$ cat src/rtl/plant_safety_ctrl.sv
// Supervisory safety controller: conditions the fire/gas sensors and sequences
// the motor and alarm outputs through a latched-alarm state machine.
module plant_safety_ctrl #(
    parameter int TICK_DIV      = 50000,
    parameter int DEB_TICKS     = 20,
    parameter int RESTART_TICKS = 3000
) (
    input  logic       clk,
    input  logic       reset,
    input  logic       fire,
    input  logic       gas_in,
    input  logic       start,
    input  logic       stop,
    input  logic       ack,
    output logic       IN1,
    output logic       IN2,
    output logic       buzzer,
    output logic       led_alarm,
    output logic       led_run,
    output logic [1:0] fault_code,
    output logic [7:0] alarm_count,
    output logic [1:0] state
);

    localparam int TW = (TICK_DIV > 1) ? $clog2(TICK_DIV) : 1;
    localparam int DW = (DEB_TICKS > 0) ? $clog2(DEB_TICKS + 1) : 1;
    localparam int RW = (RESTART_TICKS > 0) ? $clog2(RESTART_TICKS + 1) : 1;

    localparam logic [TW-1:0] TICK_LAST    = TW'(TICK_DIV - 1);
    localparam logic [DW-1:0] DEB_LAST     = DW'(DEB_TICKS - 1);
    localparam logic [RW-1:0] RESTART_LAST = RW'(RESTART_TICKS - 1);

    typedef enum logic [1:0] {
        S_IDLE    = 2'd0,
        S_RUN     = 2'd1,
        S_ALARM   = 2'd2,
        S_RESTART = 2'd3
    } state_t;

    state_t          state_q;
    state_t          state_d;
    logic [TW-1:0]   tick_cnt;
    logic            tick;
    logic [1:0]      raw;
    logic [1:0]      sync_a;
    logic [1:0]      sync_b;
    logic [1:0]      filt;
    logic [DW-1:0]   deb_cnt [2];
    logic            fire_f;
    logic            gas_f;
    logic            fault;
    logic [RW-1:0]   restart_cnt;
    logic            restart_done;
    logic            buzz_q;
    logic            entering_alarm;
    logic            leaving_alarm;
    logic [1:0]      active_faults;
    logic [1:0]      fault_q;
    logic [7:0]      count_q;

    assign tick = (tick_cnt == TICK_LAST);

    always_ff @(posedge clk or negedge reset) begin
        if (!reset) begin
            tick_cnt <= '0;
        end else if (tick) begin
            tick_cnt <= '0;
        end else begin
            tick_cnt <= tick_cnt + 1'b1;
        end
    end

    // Bit 0 is fire, bit 1 is gas; synchroniser flops idle at the inactive level.
    assign raw = {gas_in, fire};

    always_ff @(posedge clk or negedge reset) begin
        if (!reset) begin
            sync_a <= 2'b11;
            sync_b <= 2'b11;
        end else begin
            sync_a <= raw;
            sync_b <= sync_a;
        end
    end

    always_ff @(posedge clk or negedge reset) begin
        if (!reset) begin
            filt <= 2'b11;
            for (int i = 0; i < 2; i++) begin
                deb_cnt[i] <= '0;
            end
        end else if (tick) begin
            for (int i = 0; i < 2; i++) begin
                if (sync_b[i] != filt[i]) begin
                    if (deb_cnt[i] == DEB_LAST) begin
                        filt[i]    <= sync_b[i];
                        deb_cnt[i] <= '0;
                    end else begin
                        deb_cnt[i] <= deb_cnt[i] + 1'b1;
                    end
                end else begin
                    deb_cnt[i] <= '0;
                end
            end
        end
    end

    assign fire_f        = filt[0];
    assign gas_f         = filt[1];
    assign active_faults = {~gas_f, ~fire_f};
    assign fault         = |active_faults;

    always_ff @(posedge clk or negedge reset) begin
        if (!reset) begin
            state_q <= S_IDLE;
        end else begin
            state_q <= state_d;
        end
    end

    // Fault always wins, then stop, then start/ack.
    always_comb begin
        state_d = state_q;
        case (state_q)
            S_IDLE: begin
                if (fault) begin
                    state_d = S_ALARM;
                end else if (start && !stop) begin
                    state_d = S_RUN;
                end
            end
            S_RUN: begin
                if (fault) begin
                    state_d = S_ALARM;
                end else if (stop) begin
                    state_d = S_IDLE;
                end
            end
            S_ALARM: begin
                if (ack && !fault) begin
                    state_d = S_RESTART;
                end
            end
            S_RESTART: begin
                if (fault) begin
                    state_d = S_ALARM;
                end else if (stop) begin
                    state_d = S_IDLE;
                end else if (restart_done) begin
                    state_d = S_RUN;
                end
            end
            default: state_d = S_IDLE;
        endcase
    end

    always_comb begin
        IN1       = 1'b0;
        led_run   = 1'b0;
        led_alarm = 1'b0;
        buzzer    = 1'b0;
        case (state_q)
            S_RUN: begin
                IN1     = 1'b1;
                led_run = 1'b1;
            end
            S_ALARM: begin
                led_alarm = 1'b1;
                buzzer    = buzz_q;
            end
            default: begin
                IN1 = 1'b0;
            end
        endcase
    end

    assign IN2   = 1'b0;
    assign state = state_q;

    // Held at zero outside RESTART so every entry starts a fresh delay.
    always_ff @(posedge clk or negedge reset) begin
        if (!reset) begin
            restart_cnt <= '0;
        end else if (state_q != S_RESTART) begin
            restart_cnt <= '0;
        end else if (tick) begin
            restart_cnt <= restart_cnt + 1'b1;
        end
    end

    assign restart_done = tick && (restart_cnt == RESTART_LAST);

    always_ff @(posedge clk or negedge reset) begin
        if (!reset) begin
            buzz_q <= 1'b0;
        end else if (state_q != S_ALARM) begin
            buzz_q <= 1'b0;
        end else if (tick) begin
            buzz_q <= ~buzz_q;
        end
    end

    assign entering_alarm = (state_d == S_ALARM) && (state_q != S_ALARM);
    assign leaving_alarm  = (state_q == S_ALARM) && (state_d != S_ALARM);

    always_ff @(posedge clk or negedge reset) begin
        if (!reset) begin
            fault_q <= 2'b00;
        end else if (entering_alarm) begin
            fault_q <= active_faults;
        end else if (leaving_alarm) begin
            fault_q <= 2'b00;
        end else if (state_q == S_ALARM) begin
            fault_q <= fault_q | active_faults;
        end
    end

    always_ff @(posedge clk or negedge reset) begin
        if (!reset) begin
            count_q <= 8'd0;
        end else if (entering_alarm && (count_q != 8'hFF)) begin
            count_q <= count_q + 8'd1;
        end
    end

    assign fault_code  = fault_q;
    assign alarm_count = count_q;

endmodule

$ cat config.mk
export PLATFORM = sky130hd
export DESIGN_NAME = plant_safety_ctrl
export DESIGN_NICKNAME = d
export VERILOG_FILES = /design/src/rtl/plant_safety_ctrl.sv
export SDC_FILE = /design/constraint.sdc
export NUM_CORES = 1
export LEC_CHECK = 0
export ABC_CLOCK_PERIOD_IN_PS = 3100
export CAP_MARGIN = 10
export CELL_PAD_IN_SITES_DETAIL_PLACEMENT = 1
export CELL_PAD_IN_SITES_GLOBAL_PLACEMENT = 2
export CORE_UTILIZATION = 40
export DETAILED_ROUTE_END_ITERATION = 10
export GPL_TIMING_DRIVEN = 0
export PLACE_DENSITY_LB_ADDON = 0.08
export SLEW_MARGIN = 30
export SYNTH_ARGS = -nofsm -noshare
export SYNTH_HDL_FRONTEND = slang
export SYNTH_SLANG_ARGS = --single-unit
$ cat constraint.sdc
create_clock -name clk -period 3.1 [get_ports clk]
set_input_delay 0.465 -clock clk [delete_from_list [all_inputs] [get_ports clk]]
set_output_delay 0.465 -clock clk [all_outputs]
set_load 0.1 [all_outputs]
Word level (Yosys, flattened, before mapping)
Cells that the tools add are included.
Storage, ports and cells
  output and inout port bits: 17
  bits in registers: 57
  word-level logic and storage cells: 74
  input bits: 7
Operators by class
  muxes and demuxes: 24
  eq/ne operators: 14
  add/subtract/negate cells: 5
  reduce and logical (&&, ||, !) cells: 15
  bitwise operators: 4
Operator list (number)
  12-bit 2-to-1 mux: 2
  2-bit 2-to-1 mux: 11
  5-bit 2-to-1 mux: 4
  16-bit by 1-bit adder with 16-bit output (second input constant): 1
  16-bit equality test (second input constant): 1
  16-bit 2-to-1 mux: 1
  12-bit by 1-bit adder with 12-bit output (second input constant): 1
  12-bit equality test (second input constant): 1
  5-bit by 1-bit adder with 5-bit output (second input constant): 2
  5-bit equality test (second input constant): 2
  8-bit by 1-bit adder with 8-bit output (second input constant): 1
  8-bit inequality test (second input constant): 1
  2-bit one-hot mux with 4 select lines: 1
  2-bit equality test (second input constant): 3
  1-bit logical AND: 6
  2-bit inequality test (second input constant): 3
  3-bit AND reduction: 2
  1-bit 2-to-1 mux: 5
  2-bit nonzero test: 2
  1-bit inverter: 3
  3-bit nonzero test: 1
  2-bit by 1-bit equality test with 1-bit output (second input constant): 1
  1-bit logical NOT: 2
  2-bit logical NOT: 1
  other kinds (3): 4

Depth between registers and ports, before layout
Gate-level depths: netlist of run 1.
  depth in word-level cells: 10
  gate-level depth with buffers: 7
  gate-level depth less buffers: 5

Worst setup path after synthesis of run 1
Ideal clock, no wire load.
  path kind: reg-to-output
  from: reg state_q[0] (netlist: state[0])
  to: out led_run
  path buffers: 1
  data required time: 2635 ps
  setup slack: -279 ps
  arrival: 2914 ps
  stages on the path, launching flop included: 3
  cells stage by stage: dfrtp_1 > nor2b_1 > buf_4
Between the ends
  word-level cells in the longest chain between the ends: 2
RTL lines
  start, declared: RTL line 40  | state_t state_q;
  start signal, assigned: RTL line 117  | state_q <= state_d;
  2-bit by 1-bit equality test with 1-bit output
  1-bit 2-to-1 mux
  end, declared: RTL line 19  | output logic led_run,
Every way passes these cells.

Final worst setup path of run 1
  from: reg state_q[0] (netlist: state[0])
  to: out buzzer
Between the ends
  word-level cells in the longest chain between the ends: 2
RTL lines
  2-bit equality test: RTL line 162  | case (state_q)
  1-bit 2-to-1 mux: RTL line 162
  end, declared: RTL line 17  | output logic buzzer,
Every way passes these cells.

==> results.ini, run 1 <==
[outcome]
run_status=finished with violations
violations=DRC

[finish]
drive_gt1_frac=0.125
final_cells=388
layout_common_cells=51 x dfrtp_1, 30 x nand2_1, 30 x nand3_1
nets=318
ff_latch_area_mm2=0.00143
multi_input_area_mm2=0.00126
fill_cells=747
syn2layout_area_growth_pct=19.2
diodes=0
final_core_utilization=0.505
final_common_cell=dfrtp_1

[timing]
fin_skew_ns=0.00631
setup_viol=0
hold_viol_final=0
rsz0062_at_grt=no
maxSlewViolCount=0
fin_crit_ns=2.82
tightestPinTransition_ns=0.965
setup_tns_ns=0
maxSlewHeadroom=0.355
finalCritPeriodShare=0.911
max_freq_mhz=354

[clock_tree]
cts_tree=yes
path_clk_slew_ns=0.06
clock-sinks=57
htree_num_levels=3
insertion_delay_ns=0.32
clk_path_buf_depth=2
cts_buffers=9
root_buffer=clkbuf_8

[synthesis]
syn_inst=271
ys_seq_elements=57
async_flop_share=1.00
yosysTopAreaCellShare=0.463
synth_edf_count=0
ys_seq_area_frac=0.521
ys.flop_type=dfrtp_1
synthTopCellsByArea=dfrtp_1 46%, dfstp_2 5.7%, nand3_1 5.5%
yosysWarnings=0
synth_cell_type_count=41
synth_area_mm2=0.00275
syn_avg_cell_area_um2=10.2
synth_area_leader_cell=dfrtp_1
synth_nets=283

[floorplanning]
die_h_um=85.0
core-area_mm2=0.00649
dieArea_mm2=0.00722
start_util=0.424
rows=29
io_pins=24
die_w_um=85.0

[setup_path]
cp-end-kind=output port
path_class=reg2out
startpoint_type=register
path_cells=nand2b_1 -> clkinv_2 -> and2_1 -> clkdlybuf4s50_1
worstPathArrival_ns=2.36
crit_fanout=8
slowest_stage=clkdlybuf4s50_1
crit_required_ns=2.63
slowest_delay_ns=1.12

[drt]
viasPerCell=5.48
drt_iter0_markers=65
vias=2128
wl_per_cell_um=15.2
drtAntennaViolNets=0
wl_um=5910
dr.pass1.iters=7
drc=2

[placed_design]
hpwlAfterDp_um=4140
routabilityCongestion=0.747
io_buffers=22
dp.cells=371

[global_routing]
grt_pass1_vias=2221
grt_first_pass_wirelength_um=10700
grt_usage=0.189
antenna_found_initial=0
grt_start_max_net_pins=43
grt_overflow=0

[power_and_ir_drop]
peakVddDrop_uv=197
p_leak_nw=1.39
power.total_mw=1.40
p_per_area_mw_per_mm2=427

[min_path]
hp-class=reg2reg

[job]
cap_violations=0

[routing by layer]
layer / track usage / vias up / wire length, um
met4: 0.0832 / 0 / 106
met5: 0 / - / 0
met1: 0.248 / 1064 / 2860
met3: 0.0350 / 10 / 104
met2: 0.304 / 20 / 2840
li1: - / 1034 / -
[path summary, 6_finish.rpt]
check	from	end	slack, ns	depth (start not counted)
max in group asynchronous	reset	tick_cnt[0]	2.07	3
worst min-delay path	sync_a[0]	sync_b[0]	0.36	0
min in group asynchronous	reset	alarm_count[2]	0.54	2
worst max register to register	tick_cnt[0]	state[1]	1.02	6
worst max-delay path	state[0]	buzzer	0.28	4
worst min register to register	sync_a[0]	sync_b[0]	0.36	0
[repair_timing]
| action | 4_1_cts | 5_1_grt |
|---|---|---|
| setup buffers | 0 | 0 |
| hold endpoints to repair | 9 | 0 |
| hold buffers | 1 | 0 |
| gates resized for setup | 0 | 0 |
[cells in the mapped netlist, drive strengths merged (6+ instances only)]
library cell	instances
dfstp	6
nand4	9
nand3	30
dfrtp	51
o21ai	14
or4	6
xnor2	10
or3	6
buf	7
nor2	20
xor2	13
a21oi	12
nand2	30
[kinds of logic (layout without fill, tap and decap cells)]
family                   after synthesis  in the layout  synth area share
buffers and inverters                 12             52            0.0223
flip-flops                            57             57             0.521
AO/OA/AOI/OAI                         37             37            0.0804
adder cells (fa/ha/maj)                5              5            0.0227
multiplexers                           3              3            0.0123
AND/OR/NAND/NOR                      133            133             0.267
XOR/XNOR                              23             23            0.0731
other                                  1              1           0.00136
[critical path: cells and delay by family, from the launching register on]
family / cells / cell delay (ns)
flip-flops: 1 / 0.42
AND/OR/NAND/NOR: 2 / 0.36
buffers and inverters: 2 / 1.25
[area by class of cell]
class	count	share of cell area
Sequential cell	57	0.437
Multi-Input combinational cell	202	0.384
Timing Repair Buffer	24	0.0777
Clock buffer	13	0.0484
Tap cell	77	0.0293
Buffer	9	0.0152
Clock inverter	3	0.00457
Inverter	3	0.00381
[stage by stage]
step / instance area [um2] / hold slack (ns) / setup slack, ns
2_1_floorplan: 2760 / 0.169 / 0.221
3_3_place_gp: 3070 / 0.346 / -0.341
3_5_place_dp: 3100 / 0.345 / 0.607
4_1_cts: 3280 / 0.360 / 0.252
5_1_grt: 3280 / 0.366 / 0.195
6_report: 3280 / 0.358 / 0.276
[where the power goes]
group | internal (mW) | switching (mW)
logic | 0.0156 | 0.0308
clock network | 0.330 | 0.275
registers | 0.750 | 0.00204
total | 1.10 | 0.308
[registers in the layout, summed over array words and instances (netlist names)]
register     cells
deb_cnt         10
buzz_q           1
restart_cnt     12
tick_cnt        16
alarm_count      8
sync_a           2
sync_b           2
state            2
fault_code       2
filt             2
(Power assumes the default switching activity.)
==> run 2: changes to the inputs <==
CAP_MARGIN = default   (was 10)
SETUP_SLACK_MARGIN = 0.15   (was default)
==> results of run 2 <==
Final layout, timing and power as in run 1 (identical DEF).
